[src/rtl/pop_pulse_sequencer_if.sv]
// Control/status bundle for the POP pulse sequencer: start/stop/length inputs,
// gate and status outputs. The sequencer uses the slave view.
interface pop_pulse_sequencer_if #(
    parameter int CNT_W = 16,
    parameter int CYC_W = 16
);
    logic             start;
    logic             stop;
    logic             continuous;
    logic [CNT_W-1:0] pump_len;
    logic [CNT_W-1:0] dark_len;
    logic [CNT_W-1:0] probe_len;
    logic [CNT_W-1:0] gap_len;
    logic             pump_gate;
    logic             probe_gate;
    logic             cycle_sync;
    logic             busy;
    logic             done;
    logic [CYC_W-1:0] cycle_count;

    modport master (
        output start, stop, continuous, pump_len, dark_len, probe_len, gap_len,
        input  pump_gate, probe_gate, cycle_sync, busy, done, cycle_count
    );

    modport slave (
        input  start, stop, continuous, pump_len, dark_len, probe_len, gap_len,
        output pump_gate, probe_gate, cycle_sync, busy, done, cycle_count
    );
endinterface

[src/rtl/pop_pulse_sequencer.sv]
// Pulsed-optical-pumping timing sequencer: PUMP -> DARK -> PROBE -> GAP with
// programmable phase lengths, single-shot/continuous modes, abort and cycle count.
module pop_pulse_sequencer #(
    parameter int CNT_W = 16,
    parameter int CYC_W = 16
) (
    input  logic                  clk_2M5,
    input  logic                  rst_n,
    pop_pulse_sequencer_if.slave  seq
);
    typedef enum logic [2:0] {
        S_IDLE,
        S_PUMP,
        S_DARK,
        S_PROBE,
        S_GAP
    } state_t;

    state_t           state;
    logic [CNT_W-1:0] cnt;
    logic [CNT_W-1:0] pump_q, dark_q, probe_q, gap_q;
    logic             pump_gate_q, probe_gate_q, cycle_sync_q, busy_q, done_q;
    logic [CYC_W-1:0] cycle_count_q;

    state_t           after;     // next nonzero phase within the running cycle
    state_t           first_in;  // first nonzero phase of the live length inputs
    state_t           tgt;
    logic [CNT_W-1:0] tgt_len;
    logic             use_in;

    function automatic logic [CNT_W-1:0] phase_len(
        input state_t ph,
        input logic [CNT_W-1:0] p, d, r, g
    );
        case (ph)
            S_PUMP:  return p;
            S_DARK:  return d;
            S_PROBE: return r;
            S_GAP:   return g;
            default: return '0;
        endcase
    endfunction

    always_comb begin
        after = S_IDLE;
        case (state)
            S_PUMP: begin
                if (dark_q != '0)       after = S_DARK;
                else if (probe_q != '0) after = S_PROBE;
                else if (gap_q != '0)   after = S_GAP;
            end
            S_DARK: begin
                if (probe_q != '0)      after = S_PROBE;
                else if (gap_q != '0)   after = S_GAP;
            end
            S_PROBE: begin
                if (gap_q != '0)        after = S_GAP;
            end
            default: after = S_IDLE;
        endcase

        first_in = S_IDLE;
        if (seq.pump_len != '0)       first_in = S_PUMP;
        else if (seq.dark_len != '0)  first_in = S_DARK;
        else if (seq.probe_len != '0) first_in = S_PROBE;
        else if (seq.gap_len != '0)   first_in = S_GAP;

        // A new cycle (from IDLE or after the last phase) draws on the inputs,
        // a phase change inside a cycle draws on the latched lengths.
        use_in  = (state == S_IDLE) || (after == S_IDLE);
        tgt     = use_in ? first_in : after;
        tgt_len = use_in ? phase_len(tgt, seq.pump_len, seq.dark_len, seq.probe_len, seq.gap_len)
                         : phase_len(tgt, pump_q, dark_q, probe_q, gap_q);
    end

    always_ff @(posedge clk_2M5 or negedge rst_n) begin
        if (!rst_n) begin
            state         <= S_IDLE;
            cnt           <= '0;
            pump_q        <= '0;
            dark_q        <= '0;
            probe_q       <= '0;
            gap_q         <= '0;
            pump_gate_q   <= 1'b0;
            probe_gate_q  <= 1'b0;
            cycle_sync_q  <= 1'b0;
            busy_q        <= 1'b0;
            done_q        <= 1'b0;
            cycle_count_q <= '0;
        end else begin
            cycle_sync_q <= 1'b0;
            done_q       <= 1'b0;
            if (state == S_IDLE) begin
                if (seq.start && !seq.stop && (first_in != S_IDLE)) begin
                    state         <= tgt;
                    cnt           <= tgt_len - 1'b1;
                    pump_q        <= seq.pump_len;
                    dark_q        <= seq.dark_len;
                    probe_q       <= seq.probe_len;
                    gap_q         <= seq.gap_len;
                    cycle_count_q <= '0;
                    pump_gate_q   <= (tgt == S_PUMP);
                    probe_gate_q  <= (tgt == S_PROBE);
                    busy_q        <= 1'b1;
                    cycle_sync_q  <= 1'b1;
                end
            end else if (seq.stop) begin
                state        <= S_IDLE;
                pump_gate_q  <= 1'b0;
                probe_gate_q <= 1'b0;
                busy_q       <= 1'b0;
            end else if (cnt != '0) begin
                cnt <= cnt - 1'b1;
            end else if (after != S_IDLE) begin
                state        <= tgt;
                cnt          <= tgt_len - 1'b1;
                pump_gate_q  <= (tgt == S_PUMP);
                probe_gate_q <= (tgt == S_PROBE);
            end else begin
                if (cycle_count_q != '1)
                    cycle_count_q <= cycle_count_q + 1'b1;
                if (seq.continuous && (first_in != S_IDLE)) begin
                    state        <= tgt;
                    cnt          <= tgt_len - 1'b1;
                    pump_q       <= seq.pump_len;
                    dark_q       <= seq.dark_len;
                    probe_q      <= seq.probe_len;
                    gap_q        <= seq.gap_len;
                    pump_gate_q  <= (tgt == S_PUMP);
                    probe_gate_q <= (tgt == S_PROBE);
                    cycle_sync_q <= 1'b1;
                end else begin
                    state        <= S_IDLE;
                    pump_gate_q  <= 1'b0;
                    probe_gate_q <= 1'b0;
                    busy_q       <= 1'b0;
                    done_q       <= 1'b1;
                end
            end
        end
    end

    assign seq.pump_gate   = pump_gate_q;
    assign seq.probe_gate  = probe_gate_q;
    assign seq.cycle_sync  = cycle_sync_q;
    assign seq.busy        = busy_q;
    assign seq.done        = done_q;
    assign seq.cycle_count = cycle_count_q;
endmodule

[src/flat_wrapper.sv]
// flat-port wrapper written by rule: the top's interface ports become plain ports
module pop_pulse_sequencer_flat 
#(
    parameter int CNT_W = 16,
    parameter int CYC_W = 16
)
  (clk_2M5, rst_n, seq_start, seq_stop, seq_continuous, seq_pump_len, seq_dark_len, seq_probe_len, seq_gap_len, seq_pump_gate, seq_probe_gate, seq_cycle_sync, seq_busy, seq_done, seq_cycle_count);
  pop_pulse_sequencer_if #(.CNT_W(CNT_W), .CYC_W(CYC_W)) seq_i ();
  input  logic clk_2M5;
  input  logic rst_n;
  input wire logic [$bits(seq_i.start)-1:0] seq_start;
  input wire logic [$bits(seq_i.stop)-1:0] seq_stop;
  input wire logic [$bits(seq_i.continuous)-1:0] seq_continuous;
  input wire logic [$bits(seq_i.pump_len)-1:0] seq_pump_len;
  input wire logic [$bits(seq_i.dark_len)-1:0] seq_dark_len;
  input wire logic [$bits(seq_i.probe_len)-1:0] seq_probe_len;
  input wire logic [$bits(seq_i.gap_len)-1:0] seq_gap_len;
  output wire logic [$bits(seq_i.pump_gate)-1:0] seq_pump_gate;
  output wire logic [$bits(seq_i.probe_gate)-1:0] seq_probe_gate;
  output wire logic [$bits(seq_i.cycle_sync)-1:0] seq_cycle_sync;
  output wire logic [$bits(seq_i.busy)-1:0] seq_busy;
  output wire logic [$bits(seq_i.done)-1:0] seq_done;
  output wire logic [$bits(seq_i.cycle_count)-1:0] seq_cycle_count;
  assign seq_i.start = seq_start;
  assign seq_i.stop = seq_stop;
  assign seq_i.continuous = seq_continuous;
  assign seq_i.pump_len = seq_pump_len;
  assign seq_i.dark_len = seq_dark_len;
  assign seq_i.probe_len = seq_probe_len;
  assign seq_i.gap_len = seq_gap_len;
  assign seq_pump_gate = seq_i.pump_gate;
  assign seq_probe_gate = seq_i.probe_gate;
  assign seq_cycle_sync = seq_i.cycle_sync;
  assign seq_busy = seq_i.busy;
  assign seq_done = seq_i.done;
  assign seq_cycle_count = seq_i.cycle_count;
  pop_pulse_sequencer #(.CNT_W(CNT_W), .CYC_W(CYC_W)) u_core (.clk_2M5(clk_2M5), .rst_n(rst_n), .seq(seq_i));
endmodule
[config.mk]
export PLATFORM = sky130hd
export DESIGN_NAME = pop_pulse_sequencer_flat
export DESIGN_NICKNAME = d
export VERILOG_FILES = /design/src/rtl/pop_pulse_sequencer_if.sv /design/src/rtl/pop_pulse_sequencer.sv /design/src/flat_wrapper.sv
export SDC_FILE = /design/constraint.sdc
export NUM_CORES = 1
export LEC_CHECK = 0
export BUFFER_PORTS_ARGS = -buffer_cell sky130_fd_sc_hd__buf_4
export CORE_MARGIN = 1
export CORE_UTILIZATION = 55
export DETAILED_ROUTE_END_ITERATION = 12
export PLACE_DENSITY = 0.77
export SLEW_MARGIN = 30
export SYNTH_ARGS = -nofsm -noshare
export SYNTH_HDL_FRONTEND = slang
export SYNTH_SLANG_ARGS = --single-unit
[constraint.sdc]
create_clock -name clk_2M5 -period 3.9 [get_ports clk_2M5]
set_input_delay 0.585 -clock clk_2M5 [delete_from_list [all_inputs] [get_ports clk_2M5]]
set_output_delay 0.585 -clock clk_2M5 [all_outputs]
set_load 0.05 [all_outputs]
## Word level (Yosys, flattened, before mapping)

Index checks and enable logic that the tools add are counted.

| storage, ports and cells | value |
|---|---|
| flip-flop bits (word level) | 104 |
| bits of input ports | 69 |

| cells by class | value |
|---|---|
| $add $sub $neg | 3 |
| eq/ne operators | 15 |
| muxes and demuxes | 83 |
| reduce and logical (&&, ||, !) cells | 25 |

Operator list:

| cell | count |
|---|---|
| two-way mux 16 bit | 37 |
| case mux 16 bit (4 select lines) | 2 |
| nonzero test 16 bit | 8 |
| two-way mux 3 bit | 14 |
| subtractor 16 x 1 -> 16 bit, second input constant | 2 |
| two-way mux 1 bit | 29 |
| adder 16 x 1 -> 16 bit, second input constant | 1 |
| inequality test 16 bit, second input constant | 1 |
| == test 3 x 2 -> 1 bit, second input constant | 4 |
| AND reduction 5 bit | 2 |
| inequality test 3 x 2 -> 1 bit, second input constant | 3 |
| case mux 3 bit (3 select lines) | 1 |
| == test 3 x 1 -> 1 bit, second input constant | 2 |
| logical NOT 3 bit | 2 |
| inequality test 2 x 1 -> 1 bit, second input constant | 3 |
| nonzero test 3 bit | 2 |
| AND reduction 4 bit | 1 |
| nonzero test 2 bit | 2 |
| nonzero test 4 bit | 1 |
| == test 3 bit, second input constant | 1 |
| logical AND 1 bit | 3 |
| AND reduction 3 bit | 1 |
| inequality test 2 bit, second input constant | 1 |
| AND reduction 2 bit | 1 |
| other kinds (2) | 2 |

## Longest topological paths before layout

| depth | value |
|---|---|
| word-level depth | 17 |
| mapped depth | 16 |
| mapped depth without buffers | 14 |

## Least setup slack after synthesis

No wires, ideal clock.

| timing path | value |
|---|---|
| kind | in2reg |
| from | input port seq_pump_len[11] |
| to | register u_core.cnt[14] |
| arrival time | 3.227 ns |
| data required time | 3.772 ns |
| setup slack | 0.544 ns |
| stages on the path | 13 |
| path through | nor4_1 > nand4_1 > a221o_1 > a21boi_4 > and3_1 > o31ai_4 > ha_1 > inv_1 > a221oi_4 > nand4_4 > nor4b_4 > xor2_1 > o21ai_1 |

| between the ends | value |
|---|---|
| word-level cells in the longest chain between the ends | 12 |

RTL lines:

| element | RTL line | text |
|---|---|---|
| start: declaration | flat_wrapper.sv:14 | `input wire logic [$bits(seq_i.pump_len)-1:0] seq_pump_len;` |
| nonzero test 16 bit | pop_pulse_sequencer.sv:63 | `if (seq.pump_len != '0) first_in = S_PUMP;` |
| two-way mux 3 bit | pop_pulse_sequencer.sv:63 |  |
| two-way mux 3 bit | pop_pulse_sequencer.sv:71 | `tgt = use_in ? first_in : after;` |
| == test 3 bit, or another cell as far along | pop_pulse_sequencer.sv:35 | `case (ph)` |
| case mux 16 bit (4 select lines) | pop_pulse_sequencer.sv:35 |  |
| two-way mux 16 bit | pop_pulse_sequencer.sv:72 | `tgt_len = use_in ? phase_len(tgt, seq.pump_len, seq.dark_len, seq.probe_len, seq.gap_len)` |
| subtractor 16 x 1 -> 16 bit | pop_pulse_sequencer.sv:96, pop_pulse_sequencer.sv:116, pop_pulse_sequencer.sv:124 |  |
| two-way mux 16 bit | pop_pulse_sequencer.sv:122 | `if (seq.continuous && (first_in != S_IDLE)) begin` |
| two-way mux 16 bit | pop_pulse_sequencer.sv:114 | `end else if (after != S_IDLE) begin` |
| two-way mux 16 bit | pop_pulse_sequencer.sv:112 | `end else if (cnt != '0) begin` |
| two-way mux 16 bit | pop_pulse_sequencer.sv:107 | `end else if (seq.stop) begin` |
| two-way mux 16 bit | pop_pulse_sequencer.sv:93 | `if (state == S_IDLE) begin` |
| end signal: assignment | pop_pulse_sequencer.sv:96 | `cnt <= tgt_len - 1'b1;` |
| end signal: assignment | pop_pulse_sequencer.sv:113 | `cnt <= cnt - 1'b1;` |
| end signal: assignment | pop_pulse_sequencer.sv:116 | `cnt <= tgt_len - 1'b1;` |
| end: declaration | pop_pulse_sequencer.sv:20 | `logic [CNT_W-1:0] cnt;` |

Parallel ways exist; a longest one is shown, timed or not. The select of a mux whose other input is x is not followed.
A chain may end at the register's enable or synchronous reset.

## Worst setup path in the final report

| timing path | value |
|---|---|
| from | register u_core.probe_q[8] |
| to | register u_core.cnt[14] |

| between the ends | value |
|---|---|
| word-level cells in the longest chain between the ends | 16 |

RTL lines:

| element | RTL line | text |
|---|---|---|
| start: declaration | pop_pulse_sequencer.sv:21 | `logic [CNT_W-1:0] pump_q, dark_q, probe_q, gap_q;` |
| start signal: assignment | pop_pulse_sequencer.sv:99 | `probe_q <= seq.probe_len;` |
| start signal: assignment | pop_pulse_sequencer.sv:127 | `probe_q <= seq.probe_len;` |
| nonzero test 16 bit | pop_pulse_sequencer.sv:49, pop_pulse_sequencer.sv:53 |  |
| two-way mux 3 bit | pop_pulse_sequencer.sv:53 | `if (probe_q != '0) after = S_PROBE;` |
| two-way mux 3 bit | pop_pulse_sequencer.sv:48 | `if (dark_q != '0) after = S_DARK;` |
| case mux 3 bit (3 select lines) | pop_pulse_sequencer.sv:46 | `case (state)` |
| logical NOT 3 bit | pop_pulse_sequencer.sv:70 | `use_in = (state == S_IDLE) \|\| (after == S_IDLE);` |
| logical OR 1 bit | pop_pulse_sequencer.sv:70 |  |
| two-way mux 3 bit | pop_pulse_sequencer.sv:71 |  |
| == test 3 bit, or another cell as far along | pop_pulse_sequencer.sv:35 |  |
| case mux 16 bit (4 select lines) | pop_pulse_sequencer.sv:35 |  |
| two-way mux 16 bit | pop_pulse_sequencer.sv:72 |  |
| subtractor 16 x 1 -> 16 bit | pop_pulse_sequencer.sv:96, pop_pulse_sequencer.sv:116, pop_pulse_sequencer.sv:124 |  |
| two-way mux 16 bit | pop_pulse_sequencer.sv:122 |  |
| two-way mux 16 bit | pop_pulse_sequencer.sv:114 |  |
| two-way mux 16 bit | pop_pulse_sequencer.sv:112 |  |
| two-way mux 16 bit | pop_pulse_sequencer.sv:107 |  |
| two-way mux 16 bit | pop_pulse_sequencer.sv:93 |  |

Parallel ways exist; a longest one is shown, timed or not. The select of a mux whose other input is x is not followed.

==> results.yml <==
sta:
  relSlewSlack: 0.433
  setup_viol: 0
  tightest_slew_ns: 0.846
  fmax_mhz: 272
  slew_viol_final: 0
  hold_viol: 0
  fin_setup_tns_ns: 0
  min_period_ns: 3.67
  fin_crit_sh: 0.942
  rsz0062_at_grt: "false"
  finClkSkew_ns: 0.00897
clocking:
  cts_root_buf: "clkbuf_16"
  numCtsBuffers: 9
  postCtsSetupBuffers: 0
  clk_path_buf_depth: 2
  clk_pin_slew_ns: 0.07
  clock-sinks: 94
  ctsHoldBuffers: 0
  cts_tree: "yes"
  clkLatencyLatePin_ns: 0.35
  htreeDepth: 3
  ctsResizeCount: 0
critical_path:
  rr_startpoint: "u_core.probe_q[8]$_DFFE_PN0P_"
  crit_type: "reg2reg"
  start_kind: "flip-flop"
  worstPathRequired_ns: 4.14
  r2r_slack_ns: 0.23
  worstRegToRegCells: 15
  rr_endpoint: "u_core.cnt[14]$_DFFE_PN0P_"
  end_kind: "flip-flop"
  endpoint: "u_core.cnt[14]$_DFFE_PN0P_"
  arrival_ns: 3.91
  path_max_fanout: 5
  critPathLaunch: "u_core.probe_q[8]$_DFFE_PN0P_"
yosys:
  netlist_instances: 662
  synth-warning-count: 0
  synth_top_area_frac: 0.375
  synthesis.nets: 735
  synth_area_leaders: "dfrtp_1 37%, mux2_2 9.0%, nand2_1 3.9%"
  synth_edf_count: 0
  synth-main-ff-cell: "dfrtp_1"
  synthArstFlopShare: 1.00
  ys_ff_latch: 94
  synth.avg_cell_area_um2: 9.48
  yosysTopAreaCell: "dfrtp_1"
  ys_seq_area_frac: 0.375
  netlist_area_mm2: 0.00628
  yosysUniqueCellTypes: 77
floorplan:
  fp.dieH_um: 109
  start_util: 0.572
  coreArea_mm2: 0.0110
  fp.dieW_um: 109
  fp.dieArea_mm2: 0.0118
  num_rows: 38
  ios: 90
global_route:
  antenna_found_initial: 0
  overflow: 0
  grt_max_degree: 47
  grt_first_pass_wirelength_um: 30300
  grt_usage: 0.339
  grt_pass1_vias: 5684
power_and_ir_drop:
  power_switching_mw: 3.51
  netSwitchingFraction: 0.474
  peakVddDrop_mv: 0.457
  combPwrFrac: 0.608
  seqPwrFrac: 0.252
  clkPwrFrac: 0.140
  power_density_mw_per_mm2: 955
  p_leak_nw: 3.26
  intPower_mw: 3.90
placed_design:
  gp_congestion: 0.990
  portBuffers: 89
  post-dp-hpwl_um: 15000
  dp.cells: 916
routing:
  route.met3.wl_um: 1390
  dr.first_iter.drc_count: 687
  drc: 0
  firstDrtPassIters: 5
  m1WireLength_um: 8530
  ant_nets: 0
  wl_per_cell_um: 20.9
  via_per_inst: 6.50
  num_vias: 6056
  wl_met2_um: 8970
  highest_layer: "met4"
  routed_wl_um: 19400
cells_and_area:
  syn2layout_area_growth_pct: 23.5
  drive_above_1_share: 0.340
  nNetsFinal: 860
  diodes: 0
  final_cells: 932
  fin_util: 0.706
job:
  cap_violations: 0
hold_path:
  holdCritPathClass: "in2async"
run_status:
  status: "completed"
-- metal layers --
metal	vias to the layer above	GRT usage
met1	2909	0.456
li1	2788	-
met4	0	0.138
met3	47	0.0610
met2	312	0.539
met5	-	0
-- power groups by stage --
stage	clock network, mW	logic (mW)	registers [mW]
after floorplan	0	2.97	1.80
after global placement	0	4.31	1.83
after detailed placement	0	4.39	1.85
after CTS	1.05	4.42	1.84
after global routing	1.09	4.82	1.91
final	1.03	4.50	1.87
-- cells by family (layout without fill, tap and decap cells) --
| group | Yosys count | after routing | share of synthesized area |
|---|---|---|---|
| AND/OR/NAND/NOR | 251 | 251 | 0.229 |
| AO/OA/AOI/OAI | 185 | 185 | 0.214 |
| flip-flops | 94 | 94 | 0.375 |
| multiplexers | 63 | 63 | 0.110 |
| buffers and inverters | 46 | 176 | 0.0381 |
| XOR/XNOR | 19 | 19 | 0.0265 |
| adder cells (fa/ha/maj) | 4 | 4 | 0.00797 |
-- how the worst min path moves through the flow --
stage                                                 start                                     to  cells after the start
after floorplan                                       rst_n              u_core.cnt[0]$_DFFE_PN0P_                      0
after global placement    u_core.seq.probe_gate$_DFFE_PN0P_      u_core.seq.probe_gate$_DFFE_PN0P_                      1
after detailed placement  u_core.seq.probe_gate$_DFFE_PN0P_      u_core.seq.probe_gate$_DFFE_PN0P_                      1
after CTS                                             rst_n  u_core.seq.cycle_count[6]$_DFFE_PN0P_                      1
after global routing                                  rst_n  u_core.seq.cycle_count[4]$_DFFE_PN0P_                      1
final                                                 rst_n  u_core.seq.cycle_count[6]$_DFFE_PN0P_                      1
-- layout by cell type (no fill, tap or decap), types with 21 or more instances in the layout --
cell       n
a21oi_1   43
buf_4    147
dfrtp_1   94
mux2_2    50
nand2_1   65
nand3_1   21
nor2_1    36
nor3_1    24
nor4_1    28
o21ai_0   44
-- sequential cells by signal (all words and copies together) (netlist names) --
name and cells:
u_core.dark_q 16, u_core.state 3, u_core.seq.cycle_count 16, u_core.seq.probe_gate 1, u_core.probe_q 16, u_core.seq.pump_gate 1
u_core.gap_q 16, u_core.cnt 16, u_core.pump_q 6, u_core.seq.busy 1, u_core.seq.done 1, u_core.seq.cycle_sync 1
-- worst max-delay path, stage by stage, from the launching register on --
cell and delay (ns):
dfrtp_1 0.43, nor4_4 0.46, a41oi_2 0.28, o221ai_2 0.26
a21oi_2 0.11, o21ai_1 0.31, buf_4 0.22, o21ai_0 0.12
o2bb2ai_2 0.17, ha_1 0.19, inv_1 0.07, a221oi_4 0.26
nand4_4 0.19, nor4b_4 0.25, xor2_1 0.16, o21ai_1 0.07
-- cell usage after synthesis, types with 5 or more instances --
master / number
nand4_1: 16
mux2_2: 50
a31o_2: 5
xnor2_1: 5
a221o_1: 6
xor2_1: 14
or3_1: 10
nor4_1: 29
a211oi_1: 13
nor3_1: 25
o21ai_1: 10
buf_2: 8
and3_1: 5
nor4_2: 6
o21ai_0: 44
nand2b_1: 6
inv_1: 12
dfrtp_1: 94
a21oi_1: 44
buf_6: 7
o211ai_1: 5
mux2i_1: 13
clkbuf_1: 18
nand3_1: 21
nand2_1: 65
nor2_1: 36
-- per-stage QoR --
step | hold WS (ns) | total power [mW] | setup WS, ns | instance area, um2
after floorplan | 0.289 | 4.77 | 0.544 | 6280
after global placement | 0.480 | 6.14 | 0.218 | 7400
after detailed placement | 0.492 | 6.24 | 0.142 | 7400
after CTS | 0.128 | 7.30 | 0.224 | 7740
after global routing | 0.147 | 7.81 | 0.0165 | 7750
final | 0.128 | 7.40 | 0.227 | 7750
-- layout make-up --
| class | count | area [um2] |
|---|---|---|
| well taps | 140 | 175 |
| repair buffers | 148 | 1120 |
| clock inverters | 7 | 120 |
| inverters | 12 | 45.0 |
| fillers | 872 | 3230 |
| clock buffers | 9 | 225 |
| flip-flops and latches | 94 | 2350 |
| multi-input cells | 522 | 3710 |
Power figures use the tool's default switching activity.
